[config.mk]
export PLATFORM = sky130hd
export DESIGN_NAME = ehl_spram_arb2
export DESIGN_NICKNAME = d
export VERILOG_FILES = /design/src/rtl/ehl_mem_pkg.sv /design/src/rtl/ehl_rr_arb2.sv /design/src/rtl/ehl_spram_arb2.sv
export SDC_FILE = /design/constraint.sdc
export NUM_CORES = 1
export LEC_CHECK = 0
export ABC_CLOCK_PERIOD_IN_PS = 2300
export CORE_MARGIN = 2
export CORE_UTILIZATION = 34
export CTS_BUF_LIST = sky130_fd_sc_hd__clkbuf_8
export DETAILED_ROUTE_END_ITERATION = 8
export GPL_TIMING_DRIVEN = 0
export PLACE_DENSITY = 0.92
export SLEW_MARGIN = 40
export SYNTH_ARGS = -nofsm -noshare
export SYNTH_HDL_FRONTEND = slang
export SYNTH_SLANG_ARGS = --single-unit
[constraint.sdc]
create_clock -name clk -period 2.3 [get_ports clk]
set_input_delay 0.46 -clock clk [delete_from_list [all_inputs] [get_ports clk]]
set_output_delay 0.46 -clock clk [all_outputs]
set_load 0.01 [all_outputs]
[src/rtl/ehl_mem_pkg.sv]
// Shared definitions for the single-port-RAM sharing wrappers.
//   arb_state_e   : init FSM states (ST_INIT sweeps the RAM, ST_RUN arbitrates)
//   ID_W          : width of the requester id carried through the read-return pipe
//   rd_latency_ok : legal-range test for the RAM read latency (1..4)
package ehl_mem_pkg;

  typedef enum logic {
    ST_INIT = 1'b0,
    ST_RUN  = 1'b1
  } arb_state_e;

  localparam int ID_W       = 1;
  localparam int RD_LAT_MIN = 1;
  localparam int RD_LAT_MAX = 4;

  function automatic bit rd_latency_ok(input int lat);
    return (lat >= RD_LAT_MIN) && (lat <= RD_LAT_MAX);
  endfunction

endpackage

[src/rtl/ehl_rr_arb2.sv]
// Two-way round-robin arbiter with its last-grant pointer.
// Ports:
//   clk, reset_n     : clock, asynchronous active-low reset
//   req0_i, req1_i   : requests
//   gnt0_o, gnt1_o   : combinational grants, at most one high
// The pointer remembers the last port served (reset value 1, so port 0 wins
// the first conflict) and moves on every grant, contested or not.
module ehl_rr_arb2 (
  input  logic clk,
  input  logic reset_n,
  input  logic req0_i,
  input  logic req1_i,
  output logic gnt0_o,
  output logic gnt1_o
);

  logic last_q, last_d;

  always_comb begin
    gnt0_o = req0_i & (~req1_i | last_q);
    gnt1_o = req1_i & ~gnt0_o;
    last_d = last_q;
    if (gnt0_o) begin
      last_d = 1'b0;
    end else if (gnt1_o) begin
      last_d = 1'b1;
    end
  end

  always_ff @(posedge clk or negedge reset_n) begin
    if (!reset_n) begin
      last_q <= 1'b1;
    end else begin
      last_q <= last_d;
    end
  end

endmodule

[src/rtl/ehl_spram_arb2.sv]
// Shares one single-port RAM between two generic request ports.
// Optional feature macro: EHL_SPRAM_ARB2_INIT_EN (sweep INIT_VALUE into every
// word after reset before accepting requests).
// Ports:
//   clk, reset_n                 : clock, asynchronous active-low reset
//   req*/wr*/adr*/wdata*         : requester side, held stable until gnt*
//   gnt*                         : combinational accept
//   rvalid*/rdata*               : read return, RD_LATENCY cycles after the grant
//   init_done                    : arbiter is accepting requests
//   mem_wr/mem_oe/mem_adr/mem_din: RAM command, mem_dout: RAM read data
module ehl_spram_arb2 import ehl_mem_pkg::*; #(
  parameter int                AWIDTH     = 10,
  parameter int                DWIDTH     = 32,
  parameter int                RD_LATENCY = 1,
  parameter logic [DWIDTH-1:0] INIT_VALUE = '0
) (
  input  logic              clk,
  input  logic              reset_n,
  input  logic              req0,
  input  logic              req1,
  input  logic              wr0,
  input  logic              wr1,
  input  logic [AWIDTH-1:0] adr0,
  input  logic [AWIDTH-1:0] adr1,
  input  logic [DWIDTH-1:0] wdata0,
  input  logic [DWIDTH-1:0] wdata1,
  output logic              gnt0,
  output logic              gnt1,
  output logic              rvalid0,
  output logic              rvalid1,
  output logic [DWIDTH-1:0] rdata0,
  output logic [DWIDTH-1:0] rdata1,
  output logic              init_done,
  output logic              mem_wr,
  output logic              mem_oe,
  output logic [AWIDTH-1:0] mem_adr,
  output logic [DWIDTH-1:0] mem_din,
  input  logic [DWIDTH-1:0] mem_dout
);

  if (!rd_latency_ok(RD_LATENCY)) begin : g_bad_latency
    $error("ehl_spram_arb2: RD_LATENCY %0d outside 1..4", RD_LATENCY);
  end

  logic              init_act;
  logic [AWIDTH-1:0] init_adr;
  logic              accept;
  logic [AWIDTH-1:0] adr_hold_q;
  logic [DWIDTH-1:0] din_hold_q;

`ifdef EHL_SPRAM_ARB2_INIT_EN
  arb_state_e        state_q, state_d;
  logic [AWIDTH-1:0] init_adr_q, init_adr_d;

  always_comb begin
    state_d    = state_q;
    init_adr_d = init_adr_q;
    if (state_q == ST_INIT) begin
      init_adr_d = init_adr_q + 1'b1;
      if (&init_adr_q) begin
        state_d = ST_RUN;
      end
    end
  end

  always_ff @(posedge clk or negedge reset_n) begin
    if (!reset_n) begin
      state_q    <= ST_INIT;
      init_adr_q <= '0;
    end else begin
      state_q    <= state_d;
      init_adr_q <= init_adr_d;
    end
  end

  assign init_act  = reset_n & (state_q == ST_INIT);
  assign init_done = (state_q == ST_RUN);
  assign init_adr  = init_adr_q;
`else
  assign init_act  = 1'b0;
  assign init_done = 1'b1;
  assign init_adr  = '0;
`endif

  // Requests are masked (not just the grants) so the pointer stays put while
  // the arbiter is in reset or sweeping.
  assign accept = reset_n & init_done;

  ehl_rr_arb2 u_arb (
    .clk     (clk),
    .reset_n (reset_n),
    .req0_i  (req0 & accept),
    .req1_i  (req1 & accept),
    .gnt0_o  (gnt0),
    .gnt1_o  (gnt1)
  );

  // Address/data hold their last driven value on idle cycles.
  always_comb begin
    mem_wr  = 1'b0;
    mem_oe  = 1'b0;
    mem_adr = adr_hold_q;
    mem_din = din_hold_q;
    if (init_act) begin
      mem_wr  = 1'b1;
      mem_adr = init_adr;
      mem_din = INIT_VALUE;
    end else if (gnt0) begin
      mem_wr  = wr0;
      mem_oe  = ~wr0;
      mem_adr = adr0;
      mem_din = wdata0;
    end else if (gnt1) begin
      mem_wr  = wr1;
      mem_oe  = ~wr1;
      mem_adr = adr1;
      mem_din = wdata1;
    end
  end

  always_ff @(posedge clk) begin
    adr_hold_q <= mem_adr;
    din_hold_q <= mem_din;
  end

  // Read-return pipe: stage 0 captures the issuing cycle, the last stage
  // lines up with valid mem_dout.
  logic                  issue_vld;
  logic [ID_W-1:0]       issue_id;
  logic [RD_LATENCY-1:0] rd_vld_q;
  logic [ID_W-1:0]       rd_id_q [RD_LATENCY];

  assign issue_vld = (gnt0 & ~wr0) | (gnt1 & ~wr1);
  assign issue_id  = ID_W'(gnt1);

  always_ff @(posedge clk or negedge reset_n) begin
    if (!reset_n) begin
      rd_vld_q <= '0;
    end else begin
      rd_vld_q[0] <= issue_vld;
      for (int i = 1; i < RD_LATENCY; i++) begin
        rd_vld_q[i] <= rd_vld_q[i-1];
      end
    end
  end

  always_ff @(posedge clk) begin
    rd_id_q[0] <= issue_id;
    for (int i = 1; i < RD_LATENCY; i++) begin
      rd_id_q[i] <= rd_id_q[i-1];
    end
  end

  assign rvalid0 = rd_vld_q[RD_LATENCY-1] & (rd_id_q[RD_LATENCY-1] == ID_W'(0));
  assign rvalid1 = rd_vld_q[RD_LATENCY-1] & (rd_id_q[RD_LATENCY-1] == ID_W'(1));
  assign rdata0  = mem_dout;
  assign rdata1  = mem_dout;

endmodule

# ---- Word level (Yosys, flattened, before mapping)
# Memories as Yosys holds them, arrays and structs flattened.
# Cells that the tools add are included.
dict set report totals {
  inputBits 122
  output_inout_bits 113
  ff_bits 44
  memories 1
  ramBits 1
  wordCells 31
}
dict set report classes {
  n_reduce_logical 1
  bitwise_logic 15
  mux 10
}
# name depth width rd rd_ports_with_merged_regs wr line
set memory_table {}
lappend memory_table {rd_id_q 1 1 1 0 1 ehl_spram_arb2.sv:131} ;# logic [ID_W-1:0] rd_id_q [RD_LATENCY];
# operator count
set op_table {}
lappend op_table {{2-to-1 mux 32 bit} 2}
lappend op_table {{2-to-1 mux 10 bit} 2}
lappend op_table {{AND 1 bit} 8}
lappend op_table {{2-to-1 mux 1 bit} 6}
lappend op_table {{inverter 1 bit} 5}
lappend op_table {{OR 1 bit} 2}
lappend op_table {{nonzero test 2 bit} 1}

# ---- Longest topological paths before layout
dict set report depth {
  word_depth 8
  ltp_mapped 6
  depth_no_buf 3
}

# ---- Cells and area by module
# From an unflattened synthesis, not the netlist that was laid out.
dict set report unflattened {
  cells_unflattened 268
  hier_area_um2 2463.6
}
# mod n_inst cells_each seq_area_each_um2 area_each_um2
set modules_own_cells {}
lappend modules_own_cells {ehl_spram_arb2 1 262 885.8 2409.8}
lappend modules_own_cells {ehl_rr_arb2 1 6 26.3 53.8}

# ---- Least setup slack after synthesis
# OpenSTA, ideal clock, no wires.
dict set report synth_timing {
  kind {input-to-output}
  from {input req0}
  to {output mem_oe}
  required_ns 1.840
  stages 5
  arrival_ns 1.375
  path_slack_ns 0.465
  path_buffers 2
  path_cell_list {and2_1 > buf_4 > and2_4 > buf_6 > o31ai_1}
}
dict set report synth_between {
  elab_chain_cells 6
}
# element line
set synth_rtl {}
lappend synth_rtl {{from (decl)} ehl_spram_arb2.sv:19} ;# input logic req0,
lappend synth_rtl {{AND 1 bit *} ehl_spram_arb2.sv:92} ;# .req0_i (req0 & accept),
lappend synth_rtl {{AND 1 bit *} ehl_rr_arb2.sv:20} ;# gnt0_o = req0_i & (~req1_i | last_q);
lappend synth_rtl {{inverter 1 bit} ehl_rr_arb2.sv:21} ;# gnt1_o = req1_i & ~gnt0_o;
lappend synth_rtl {{AND 1 bit} ehl_rr_arb2.sv:21}
lappend synth_rtl {{2-to-1 mux 1 bit} ehl_spram_arb2.sv:113} ;# end else if (gnt1) begin
lappend synth_rtl {{2-to-1 mux 1 bit *} ehl_spram_arb2.sv:108} ;# end else if (gnt0) begin
lappend synth_rtl {{to (decl)} ehl_spram_arb2.sv:35} ;# output logic mem_oe,
# Every way passes the cells marked *; elsewhere a longest branch is shown, timed or not.

# ---- Worst setup path after layout
dict set report layout_timing {
  from {input req1}
  to {output mem_din[28]}
}
dict set report layout_between {
  elab_chain_cells 8
}
# element line
set layout_rtl {}
lappend layout_rtl {{from (decl)} ehl_spram_arb2.sv:20} ;# input logic req1,
lappend layout_rtl {{AND 1 bit *} ehl_spram_arb2.sv:93} ;# .req1_i (req1 & accept),
lappend layout_rtl {{inverter 1 bit} ehl_rr_arb2.sv:20}
lappend layout_rtl {{OR 1 bit} ehl_rr_arb2.sv:20}
lappend layout_rtl {{AND 1 bit} ehl_rr_arb2.sv:20}
lappend layout_rtl {{inverter 1 bit} ehl_rr_arb2.sv:21}
lappend layout_rtl {{AND 1 bit} ehl_rr_arb2.sv:21}
lappend layout_rtl {{2-to-1 mux 32 bit} ehl_spram_arb2.sv:113}
lappend layout_rtl {{2-to-1 mux 32 bit *} ehl_spram_arb2.sv:108}
lappend layout_rtl {{to (decl)} ehl_spram_arb2.sv:37} ;# output logic [DWIDTH-1:0] mem_din,
# Marks and branches as above.

==> metrics.txt <==
Starting Density=0.3542; Critical Path RT=1.84 ns; worst skew pair latency=0.29 ns; Syn Nets=411; Post-DP Area=4718 um^2; Max-Cap Viols=0; DR WL met3=882 um; vias in the first global route=3033; Final Net Count=624; routed via count=2824; Area contributors post-synth=dfxtp_1 33%, buf_4 19%, mux2i_1 11%; share of layout cells above drive strength 1=0.3459; min Tclk post-route=2.245 ns; Top Metal Used=met4; Final Cycle Share=0.9759; CP arrival=1.78 ns; die outline height=91.15 um; final std cell area, no fill=4835 um^2; All-Layer GR Usage=0.2105; TritonCTS clock tree=built; Yosys top cell area share=0.3333; Num CTS Buffers=5; grt total ovfl=0; status=finished, final reports clean; GP Congestion=0.7472; Synth Flop Type=dfxtp_1; DRT Wirelength=9.041 mm; routed wl met2=4.916 mm; most frequent cells in the layout=152 x clkdlybuf4s50_1, 69 x buf_4, 43 x nand3_1, 43 x dfxtp_1; largest net degree at the start of global routing=14; total clock sinks=45; type of the worst min-delay path=primary input to async pin; Max Fclk=445.5 MHz; sequential share of the synthesized area=0.3532; DR iter-0 viols=69; WL/cell=15.02 um; Startpoint Class=primary input; clock root cell=clkbuf_8; Layout area overhead=87.21%; largest area contributor in the netlist=dfxtp_1; crit path kind=primary input to output pin; PD cells=503.1 nW/um^2; CP max FO=6; Async S/R FF share, synth=0.04444; crit path capture type=output pin; CTS H-tree lvls=2; WHS=0.1509 ns; die area=8308 um^2; Peak VDD IR=0.0003210 V; Cell Rows=31; fin util=0.6630; number of library cell types mapped by synthesis=24; Post-synth EDFFs=0; Metal-1 WL=3.137 mm; Routed Antenna Nets=0; number of port buffers=201; area of the multi-input gates=1097 um^2; width of the die=91.15 um; Boundary Pins=235; Post-Syn Instances=289; clock-pin slew on the worst setup and hold paths=0.08 ns; DRC viols=0; Post-Syn Area per Cell=8.936 um^2; Fillers=628; # diodes=0; Synth Warn #=0; final setup violation count=0; most common cell after layout, fill and taps aside=clkdlybuf4s50_1; final hold violation count=0; Cell Area, Synth=2582 um^2; DRT Pass-1 Iters=4; leakage power total=2.205 nW; first-pass GRT wire length=14.23 mm; Reg area=912.1 um^2; Clock Path Buffers=2; fin. max-slew vios=0; total power=2.432 mW; core area=7292 um^2; Via density=4.691; Synth Register Bits=45; worst-case clock skew=0.007920 ns; unrepaired setup endpoints after global routing=true; initial antenna violation count=0; dpl hpwl=7.338 mm
-- worst max-delay path, stage by stage --
cell and delay (ns):
dlygate4sd2_1 0.31, nand2b_4 0.07, buf_6 0.13, and2_4 0.18, buf_12 0.15, clkbuf_16 0.15, o211ai_2 0.18, buf_2 0.16
-- where the power goes --
| group | internal [mW] | total [mW] | switching (mW) |
|---|---|---|---|
| logic | 0.579 | 1.01 | 0.434 |
| clock network | 0.207 | 0.472 | 0.265 |
| registers | 0.911 | 0.948 | 0.0370 |
-- logic make-up after synthesis --
group	after synthesis	share of synthesized area
flops	45	0.3532
compound gates	46	0.1512
other cells	1	0.001452
buf+inv	86	0.2359
simple gates	83	0.1497
mux	28	0.1085
-- flip-flops by register name, indices dropped and copies added (netlist names) --
signal        cells
adr_hold_q       10
din_hold_q       32
rd_id_q           1
rd_vld_q          1
u_arb.last_q      1
-- worst paths after layout --
kind	startpoint	to	slack [ns]	depth (start not counted)
worst max-delay path	req1	mem_din[28]	0.06	8
worst min-delay path	reset_n	u_arb.last_q$_DFFE_PN1P_	0.15	1
worst max register to register	u_arb.last_q$_DFFE_PN1P_	din_hold_q[28]$_DFF_P_	0.84	6
worst min register to register	din_hold_q[13]$_DFF_P_	din_hold_q[13]$_DFF_P_	0.46	2
max in group asynchronous	reset_n	rd_vld_q$_DFF_PN0_	1.65	2
min in group clk	din_hold_q[13]$_DFF_P_	din_hold_q[13]$_DFF_P_	0.46	2
-- metal layers --
layer,global-route usage,vias up
met5,0,-
met4,0.04293,0
met3,0.07718,12
met2,0.4235,152
met1,0.2008,1303
li1,-,1357
-- stage by stage --
step / TNS (ns) / setup WS (ns) / instances
after floorplan: 0 / 0.4651 / 289
after global placement: -31.87 / -0.7643 / 589
after detailed placement: -33.13 / -0.8266 / 589
after CTS: 0 / 0.009165 / 597
after global routing: -0.07870 / -0.02331 / 602
final: 0 / 0.05532 / 602
-- cells in the mapped netlist (3+ instances only) --
master	n
and2_1	3
buf_2	5
buf_4	66
buf_6	4
clkbuf_1	9
dfxtp_1	43
mux2i_1	28
nand2_1	32
nand3_1	43
o211ai_1	5
o211ai_2	10
o21ai_0	9
o21ai_2	18
-- layout make-up --
class	instances	area share
Sequential cell	45	0.1887
Tap cell	99	0.02562
Multi-Input combinational cell	158	0.2270
Clock buffer	5	0.01423
Buffer	86	0.1454
Timing Repair Buffer	206	0.3960
Clock inverter	3	0.003106
-- timing repair --
action | in CTS | in global routing
setup endpoints to repair | 46 | 44
setup buffers | 0 | 2
endpoints found under the hold margin | 0 | 1
pin swaps | 7 | 2
hold buffers | 0 | 1
resized for setup | 206 | 16
cloned | 0 | 2
Note: power is estimated with default switching activity, not from simulation.
